File: src/rtl/sparse_fetch_scheduler.sv
// sparse_fetch_scheduler: round-robin SRAM fetch sequencer feeding the A/B decoder streams.
// Optional build macro: SPARSE_SCHED_DONE_TAG_EN rewrites each word's done bit to mark a stream's final word.
package sparse_sched_pkg;
    typedef struct packed {
        logic        done;
        logic        skip;
        logic [15:0] value;
    } sram_data_t;
endpackage

module sparse_fetch_scheduler
    import sparse_sched_pkg::*;
#(
    parameter int ADDR_W  = 10,
    parameter int CREDITS = 4
) (
    input  logic              mac_clk,
    input  logic              mac_rst,
    input  logic              start_i,
    input  logic [ADDR_W-1:0] a_base_i,
    input  logic [ADDR_W-1:0] b_base_i,
    input  logic [ADDR_W:0]   a_len_i,
    input  logic [ADDR_W:0]   b_len_i,
    output logic              busy_o,
    output logic              done_o,
    output logic              sram_re_o,
    output logic [ADDR_W-1:0] sram_addr_o,
    input  sram_data_t        sram_rdata_i,
    output logic              a_valid_o,
    output logic              b_valid_o,
    input  logic              a_ready_i,
    input  logic              b_ready_i,
    output sram_data_t        a_data_o,
    output sram_data_t        b_data_o
);
    localparam int CW = $clog2(CREDITS);
    typedef enum logic [1:0] {IDLE, FETCH, DRAIN} state_t;
    state_t            r_state;
    logic              r_busy, r_done, r_pri, r_ret_vld, r_ret_b;
`ifdef SPARSE_SCHED_DONE_TAG_EN
    logic              r_ret_last;
`endif
    logic [ADDR_W-1:0] r_ptr [2];
    logic [ADDR_W:0]   r_rem [2];
    logic [1:0]        r_infl;
    sram_data_t        r_mem [2][CREDITS];
    logic [CW-1:0]     r_wp [2], r_rp [2];
    logic [CW:0]       r_cnt [2], w_cnt_n [2];
    logic [ADDR_W-1:0] w_base [2];
    logic [ADDR_W:0]   w_len [2];
    logic [1:0]        w_ready, w_valid, w_pop, w_push, w_elig, w_gnt;
    logic              w_start, w_src_idle, w_fin;
    sram_data_t        w_wdata;

    // per-stream FIFO occupancy, eligibility and round-robin grant
    always_comb begin
        w_ready   = {b_ready_i, a_ready_i};
        w_base[0] = a_base_i;
        w_base[1] = b_base_i;
        w_len[0]  = a_len_i;
        w_len[1]  = b_len_i;
        for (int i = 0; i < 2; i++) begin
            w_valid[i] = r_cnt[i] != '0;
            w_pop[i]   = w_valid[i] & w_ready[i];
            w_push[i]  = r_ret_vld & (r_ret_b == 1'(i));
            w_elig[i]  = (r_state == FETCH) && (r_rem[i] != '0) &&
                         (({1'b0, r_cnt[i]} + {{(CW+1){1'b0}}, r_infl[i]}) < (CW+2)'(CREDITS));
            w_cnt_n[i] = r_cnt[i] + (CW+1)'(w_push[i]) - (CW+1)'(w_pop[i]);
        end
        w_gnt[0]   = w_elig[0] & (~w_elig[1] | ~r_pri);
        w_gnt[1]   = w_elig[1] & (~w_elig[0] | r_pri);
        w_start    = start_i & (r_state == IDLE);
        w_src_idle = (r_rem[0] == '0) && (r_rem[1] == '0) && (r_infl == '0);
        w_fin      = w_src_idle && (w_cnt_n[0] == '0) && (w_cnt_n[1] == '0);
    end

    // returned word, optionally retagged with the end-of-stream marker
    always_comb begin
        w_wdata = sram_rdata_i;
`ifdef SPARSE_SCHED_DONE_TAG_EN
        w_wdata.done = r_ret_last;
`endif
    end

    // job FSM, priority pointer and issue-to-return bookkeeping
    always_ff @(posedge mac_clk or negedge mac_rst) begin
        if (!mac_rst) begin
            r_state   <= IDLE;
            r_busy    <= 1'b0;
            r_done    <= 1'b0;
            r_pri     <= 1'b0;
            r_ret_vld <= 1'b0;
            r_ret_b   <= 1'b0;
`ifdef SPARSE_SCHED_DONE_TAG_EN
            r_ret_last <= 1'b0;
`endif
        end else begin
            r_done    <= 1'b0;
            r_ret_vld <= |w_gnt;
            r_ret_b   <= w_gnt[1];
`ifdef SPARSE_SCHED_DONE_TAG_EN
            r_ret_last <= w_gnt[1] ? (r_rem[1] == (ADDR_W+1)'(1)) : (r_rem[0] == (ADDR_W+1)'(1));
`endif
            if (|w_gnt) r_pri <= w_gnt[0];
            if (w_start) begin
                r_state <= FETCH;
                r_busy  <= 1'b1;
                r_pri   <= 1'b0;
            end else if (r_state != IDLE && w_fin) begin
                r_state <= IDLE;
                r_busy  <= 1'b0;
                r_done  <= 1'b1;
            end else if (r_state == FETCH && w_src_idle) begin
                r_state <= DRAIN;
            end
        end
    end

    // address/remaining counters, in-flight flags and FIFO pointers
    always_ff @(posedge mac_clk or negedge mac_rst) begin
        if (!mac_rst) begin
            r_infl <= '0;
            for (int i = 0; i < 2; i++) begin
                r_ptr[i] <= '0;
                r_rem[i] <= '0;
                r_wp[i]  <= '0;
                r_rp[i]  <= '0;
                r_cnt[i] <= '0;
            end
        end else begin
            for (int i = 0; i < 2; i++) begin
                if (w_start) begin
                    r_ptr[i] <= w_base[i];
                    r_rem[i] <= w_len[i];
                end else if (w_gnt[i]) begin
                    r_ptr[i] <= r_ptr[i] + ADDR_W'(1);
                    r_rem[i] <= r_rem[i] - (ADDR_W+1)'(1);
                end
                r_infl[i] <= w_gnt[i] | (r_infl[i] & ~w_push[i]);
                if (w_push[i]) r_wp[i] <= r_wp[i] + 1'b1;
                if (w_pop[i]) r_rp[i] <= r_rp[i] + 1'b1;
                r_cnt[i] <= w_cnt_n[i];
            end
        end
    end

    // FIFO storage; contents are only observed through the valid-gated outputs
    always_ff @(posedge mac_clk) begin
        for (int i = 0; i < 2; i++)
            if (w_push[i]) r_mem[i][r_wp[i]] <= w_wdata;
    end

    // credits must make a push into a full FIFO impossible
    always @(posedge mac_clk) begin
        if (mac_rst)
            for (int i = 0; i < 2; i++)
                assert (!(w_push[i] && !w_pop[i] && r_cnt[i] == (CW+1)'(CREDITS)));
    end

    assign busy_o      = r_busy;
    assign done_o      = r_done;
    assign sram_re_o   = |w_gnt;
    assign sram_addr_o = w_gnt[1] ? r_ptr[1] : (w_gnt[0] ? r_ptr[0] : '0);
    assign a_valid_o   = w_valid[0];
    assign b_valid_o   = w_valid[1];
    assign a_data_o    = w_valid[0] ? r_mem[0][r_rp[0]] : '0;
    assign b_data_o    = w_valid[1] ? r_mem[1][r_rp[1]] : '0;
endmodule

File: config.mk
export PLATFORM = sky130hd
export DESIGN_NAME = sparse_fetch_scheduler
export DESIGN_NICKNAME = d
export VERILOG_FILES = /design/src/rtl/sparse_fetch_scheduler.sv
export SDC_FILE = /design/constraint.sdc
export NUM_CORES = 1
export LEC_CHECK = 0
export CORE_MARGIN = 4
export CORE_UTILIZATION = 38
export DETAILED_ROUTE_END_ITERATION = 10
export GPL_ROUTABILITY_DRIVEN = 0
export PLACE_DENSITY = 0.68
export SLEW_MARGIN = 10
export SYNTH_ARGS = -nofsm -noshare
export SYNTH_HDL_FRONTEND = slang
export SYNTH_SLANG_ARGS = --single-unit
File: constraint.sdc
create_clock -name mac_clk -period 3.8 [get_ports mac_clk]
set_input_delay 0.38 -clock mac_clk [delete_from_list [all_inputs] [get_ports mac_clk]]
set_output_delay 0.38 -clock mac_clk [all_outputs]
set_load 0.01 [all_outputs]
; After elaboration in Yosys (flattened, before gate mapping)
; Memories as Yosys holds them, arrays and structs flattened.
; Cells that the tools add are included.
[totals]
ff_bits = 65
mem_bits_rw = 144
input_bits = 65
output_inout_bits = 51
elab_cells = 132
mem_count = 1
[classes]
add_sub_neg = 14
order_cmp = 8
n_eq_ne = 1
n_mux = 38
bitwise_logic = 23
n_reduce_logical = 30
[memory_table]
columns = memory, words, word_bits, read_ports, rd_ports_with_merged_regs, wr, line
row1 = r_mem, 2, 72, 2, 0, 1, 46  ; sram_data_t r_mem [2][CREDITS];
[ops]
columns = cell, n
row1 = $mux 72, 4
row2 = $mux 18, 8
row3 = $bmux 18 s2, 2
row4 = $demux 18 s2, 2
row5 = $reduce_or 72->1, 1
row6 = $mux 10, 6
row7 = $mux 11, 4
row8 = $logic_not 11->1, 2
row9 = $reduce_bool 11->1, 2
row10 = $sub 11x1->11 const B, 2
row11 = $add 10x1->10 const B, 2
row12 = $ge 3x3->1 const B, 4
row13 = $logic_and 1x1->1, 12
row14 = $not 2->3, 4
row15 = $reduce_bool 2->1, 5
row16 = $and 1x1->1, 9
row17 = $mux 1, 9
row18 = $reduce_bool 3->1, 3
row19 = $add 2x1->2 const B, 4
row20 = $add 3x1->4, 2
row21 = $lt 4x3->1 const B, 2
row22 = $add 3x1->3, 2
row23 = $logic_not 3->1, 2
row24 = $lt 3x1->1 const B, 2
row25 = 7 further kinds, 19

; Depth between registers and ports, before layout
[logic_depth]
depth_word = 10
ltp_mapped = 12
mapped_depth_nobuf = 11

; Worst setup path before layout
; OpenSTA, ideal clock, no wires.
[synth_timing]
path_kind = register -> register
start = reg r_cnt[1] (netlist name)
end = reg r_state[0]
setup_time_ns = 0.140
arrival_time_ns = 2.977
required_ns = 3.660
path_slack_ns = 0.683
stages_incl_launch_ff = 13
path_buffers = 1
period_less_slack_ns = 3.117
cell_sequence = dfrtp_1 -> or3_1 -> clkbuf_1 -> and2_1 -> ha_1 -> inv_1 -> ha_1 -> inv_1 -> fa_1 -> nand2_1 -> or4_1 -> nor4_4 -> o31ai_1
[synth_between]
elab_chain_cells = 8
elab_cells_between_ends = 10
cone_classes = add/sub (2) / mux (2) / bitwise (1) / reduce/logical (5)
[synth_rtl]
columns = element, line
row1 = start: declaration, 48  ; logic [CW:0] r_cnt [2], w_cnt_n [2];
row2 = start signal: indexed assignment, 142  ; r_cnt[i] <= w_cnt_n[i];
row3 = $reduce_bool 3->1 (*), 63  ; w_valid[i] = r_cnt[i] != '0;
row4 = $and 1x1->1 (*), 64  ; w_pop[i] = w_valid[i] & w_ready[i];
row5 = net w_pop[1], 51  ; logic [1:0] w_ready, w_valid, w_pop, w_push, w_elig, w_gnt;
row6 = $sub 3x1->3 (*), 68  ; w_cnt_n[i] = r_cnt[i] + (CW+1)'(w_push[i]) - (CW+1)'(w_pop[i]);
row7 = $logic_not 3->1 (*), 74  ; w_fin = w_src_idle && (w_cnt_n[0] == '0) && (w_cnt_n[1] == '0);
row8 = $logic_and 1x1->1 (*), 74
row9 = $logic_and 1x1->1 (*), 109  ; end else if (r_state != IDLE && w_fin) begin
row10 = $mux 2, 109
row11 = $mux 2, 105  ; if (w_start) begin
row12 = end signal: assignment, 106  ; r_state <= FETCH;
row13 = end signal: assignment, 110  ; r_state <= IDLE;
row14 = end signal: assignment, 114  ; r_state <= DRAIN;
row15 = end: declaration, 38  ; state_t r_state;
; The timed path passes the listed nets; every way through them passes the cells marked *.
; A chain may end at the register's enable or synchronous reset.

; Worst setup path in the final report
[layout_timing]
start = reg r_rem[11] (netlist name)
end = out sram_addr_o[1]
[layout_between]
elab_chain_cells = 7
elab_cells_between_ends = 9
cone_classes = mux (2) / bitwise (4) / reduce/logical (3)
[layout_rtl]
columns = element, line
row1 = start: declaration, 44  ; logic [ADDR_W:0] r_rem [2];
row2 = start signal: indexed assignment, 134  ; r_rem[i] <= w_len[i];
row3 = start signal: indexed assignment, 137  ; r_rem[i] <= r_rem[i] - (ADDR_W+1)'(1);
row4 = $reduce_bool 11->1 (*), 66  ; w_elig[i] = (r_state == FETCH) && (r_rem[i] != '0) &&
row5 = $logic_and 1x1->1 (*) (2 in series), 66
row6 = $not 1->1, 71  ; w_gnt[1] = w_elig[1] & (~w_elig[0] | r_pri);
row7 = $or 1x1->1, 71
row8 = $and 1x1->1, 71
row9 = $mux 10 (*), 163  ; assign sram_addr_o = w_gnt[1] ? r_ptr[1] : (w_gnt[0] ? r_ptr[0] : '0);
row10 = end: declaration, 27  ; output logic [ADDR_W-1:0] sram_addr_o,
; Every way passes the cells marked *; elsewhere a longest branch is shown, timed or not.

==> summary.md <==
| Metric | Value |
|---|---|
| Die area | roughly 27,000 sq um |
| Dpl cell area | around 11,000 sq um |
| Gate Count Post-Synth | around 630 |
| Max-slew violation count | 0 |
| CTS buffer count | 22 |
| Antenna-violating nets left | 0 |
| Die W | around 160 um |
| Syn. warnings | 0 |
| Clock latency on the worst-skew pair | roughly 0.50 ns |
| Final setup violation count | 0 |
| Critical path, cell by cell | inv_1 -> ha_1 -> or4b_4 -> or4b_4 -> nand4bb_4 -> nand2_4 -> clkinv_8 -> a22o_1 -> clkdlybuf4s50_1 |
| CORE AREA | ~24,000 sq um |
| CP max-delay cell | or4b_4 |
| H-tree depth | 1 |
| Post-DP HPWL | between 10,000 and 15,000 um |
| Number of antenna violations at the first check in global routing | 0 |
| Hold Fails Final Rpt | 0 |
| Starting Density | ~39% |
| Die height | about 160 um |
| Layout overhead on the synthesized area | 24.8% |
| Synth area leaders | edfxtp_1 (47%), dfrtp_1 (18%), mux4_2 (8.9%) |
| Final setup skew | 0.0202 ns |
| Hold Crit Class | input pin to async pin |
| Seq cells post-synth | between 200 and 250 |
| Pwr dens | approximately 570 nW/um^2 |
| Cells after DPL | 1,045 |
| Global-route wire length before repair | 32,200 um |
| Slew headroom | between 20% and 30% |
| Clock sink count | 209 |
| Largest net degree at the start of global routing | 51 |
| PortBufs | roughly 120 |
| Largest area contributor in the synthesized netlist | edfxtp_1 |
| Total wire length | roughly 20,000 um |
| CTS tree | yes |
| Vias in the first global route | about 5,700 |
| Row Count | 56 |
| Setup tns final | 0 ns |
| Final period utilization | 96.9% |
| Worst-path fanout max | 15 |
| Worst slew pin tran | roughly 1.2 ns |
| CP startpoint kind | flop |
| Avg Cell Area, Syn | between 10 and 15 sq um |
| CP Data Required Time | 3.42 ns |
| Ys async rst share | a little over 30% |
| Max Cap Violations | 0 |
| Delay of the slowest critical-path stage | 0.57 ns |
| Arrival time of the worst setup path | 3.30 ns |
| DRT iter0 DRCs | approximately 380 |
| WS Path Type | flop to output port |
| Design area | 11,400 sq um |
| Fmax | between 200 and 300 MHz |
| First-pass DRT Iterations | 4 |
| Via count | about 5,600 |
| Number of synthesized flops with an enable pin | 144 |
| Area share of the largest cell type after synthesis | between 40% and 50% |
| Drt drc | 0 |
| Maximum vdd drop | between 0.0003 and 0.0004 V |
| Synth unique cells | between 40 and 50 |
| Register area share after synthesis | 65.1% |
| Post-synthesis cell area | just over 9000 sq um |
| Share of cells above drive strength 1 | 11.9% |
| Routed wire length per instance | 18.5 um |
| Nets@finish | ~840 |
| IO Count | approximately 120 |
| Syn Nets | approximately 700 |
| GRT Util Overall | approximately 15% |
| Final std cells w/o fill | about 1,100 |
| Cell repeated most along the worst path | or4b_4 |
| Pleak | 0.00406 uW |
| Clock Tree Buf Depth | 3 |
| Min Tclk post-route | roughly 3.7 ns |
| Crit end category | output port |
| Total global routing overflow | 0 |
| Synth Flop Type | edfxtp_1 |
| Clock-pin transition on the worst setup and hold timing paths | 0.06 ns |
| Drt via density | ~5.1 |
| Outcome | finished clean |
| Root Driver | clkbuf_16 |
-- power by group --
part | switching [uW] | internal, uW
combinational | 718 | 1030
sequential | 137 | 2500
clock | 861 | 1240
total | 1720 | 4770
-- final timing paths --
path	from	to	slack [ns]	cells past startpoint
worst max-delay path	r_rem[11]	sram_addr_o[1]	0.12	9
worst min-delay path	mac_rst	r_rem[6]	0.02	1
worst max register to register	r_cnt[1]	r_state[0]	0.70	11
worst min register to register	r_rp[2]	r_rp[2]	0.50	1
max in group asynchronous	mac_rst	r_rem[16]	2.87	2
min in group mac_clk	b_base_i[0]	r_ptr[0]	0.42	3
-- metal layers --
layer	track usage, %	part of all wire [%]
met1	21.7	46
met2	24.4	46
met3	3.31	6.7
met4	3.09	1.4
met5	0	0
-- kinds of logic (layout without fill, tap and decap cells) --
| family | count (synthesis) | after routing | share of synthesized area (%) |
|---|---|---|---|
| compound gates | 92 | 92 | 6.64 |
| xor+xnor | 26 | 26 | 2.49 |
| fa+ha+maj | 21 | 21 | 3.04 |
| buf+inv | 55 | 190 | 2.41 |
| flops | 209 | 209 | 65.1 |
| mux | 37 | 37 | 8.99 |
| other cells | 0 | 1 | 0 |
| simple gates | 191 | 191 | 11.3 |
-- sequential cells by signal (all words and copies together), names as in the netlist --
name,cells
r_rem,22
r_wp,4
r_state,2
done_o,1
r_pri,1
busy_o,1
r_mem,144
r_ptr,20
r_ret_b,1
r_infl,2
r_rp,4
r_cnt,6
r_ret_vld,1
-- critical path, delay by kind of cell (launching register included) --
kind	cells	cell delay (ns)
compound gates	1	0.16
fa+ha+maj	1	0.20
buf+inv	3	0.72
flops	1	0.40
simple gates	4	1.33
-- repair_timing --
item | 4_1_cts | 5_1_grt
hold buffers | 0 | 0
buffers inserted | 0 | 1
hold endpoints to repair | 0 | 0
endpoints found under the setup margin | 10 | 10
gates resized for setup | 4 | 8
-- cell usage after synthesis, types with 5 or more instances --
cell type and instances:
ha_1 19, buf_2 5, a21o_1 10, or3_1 5
o21a_1 5, edfxtp_1 144, o21ai_0 7, xnor2_1 7
and2_1 44, a21oi_1 6, nand3_1 19, nor3_1 10
o21ai_1 31, and3_1 12, inv_1 23, mux4_2 36
a22o_1 7, clkbuf_1 24, nand2_1 46, nor2_1 24
xor2_1 19, nand4_1 11, dfrtp_1 65
-- cells in the final DEF, fill, tap and decap left out, types with 5 or more instances in the layout --
cell type / Yosys / layout
nand3_1: 19 / 19
ha_1: 19 / 19
mux4_2: 36 / 36
o21ai_1: 31 / 31
xor2_1: 19 / 19
buf_4: 2 / 12
nand4_1: 11 / 11
dlymetal6s2s_1: 0 / 5
inv_1: 23 / 23
o21a_1: 5 / 5
xnor2_1: 7 / 7
nor2_1: 24 / 24
nand2_1: 46 / 46
a21o_1: 10 / 10
clkbuf_16: 0 / 23
and2_1: 44 / 43
and3_1: 12 / 12
or3_1: 5 / 5
a21oi_1: 6 / 6
nor3_1: 10 / 10
dfrtp_1: 65 / 65
a22o_1: 7 / 7
clkdlybuf4s50_1: 0 / 109
edfxtp_1: 144 / 144
o21ai_0: 7 / 7
-- layout make-up --
class | count | area (sq um)
sequential | 209 | 5950
multi-input combinational | 367 | 3000
antenna | 1 | 2.50
inverter | 24 | 103
tap | 319 | 399
timing repair buffer | 127 | 1250
clock buffer | 26 | 587
clock inverter | 13 | 119
fill | 2060 | 12100
-- through the flow --
step / setup slack (ns) / utilization [%] / hold WS (ns) / total power [uW]
final: 0.116 / 48.4 / 0.0188 / 6490
after global placement: 0.473 / 45.2 / 0.478 / 4450
after CTS: 0.0601 / 48.3 / 0.0529 / 6570
after floorplan: 0.683 / - / 0.0844 / 3610
after global routing: -0.00861 / 48.4 / 0.0963 / 6800
after detailed placement: 0.393 / 45.2 / 0.483 / 4460
Note: power is estimated with default switching activity, not from simulation.
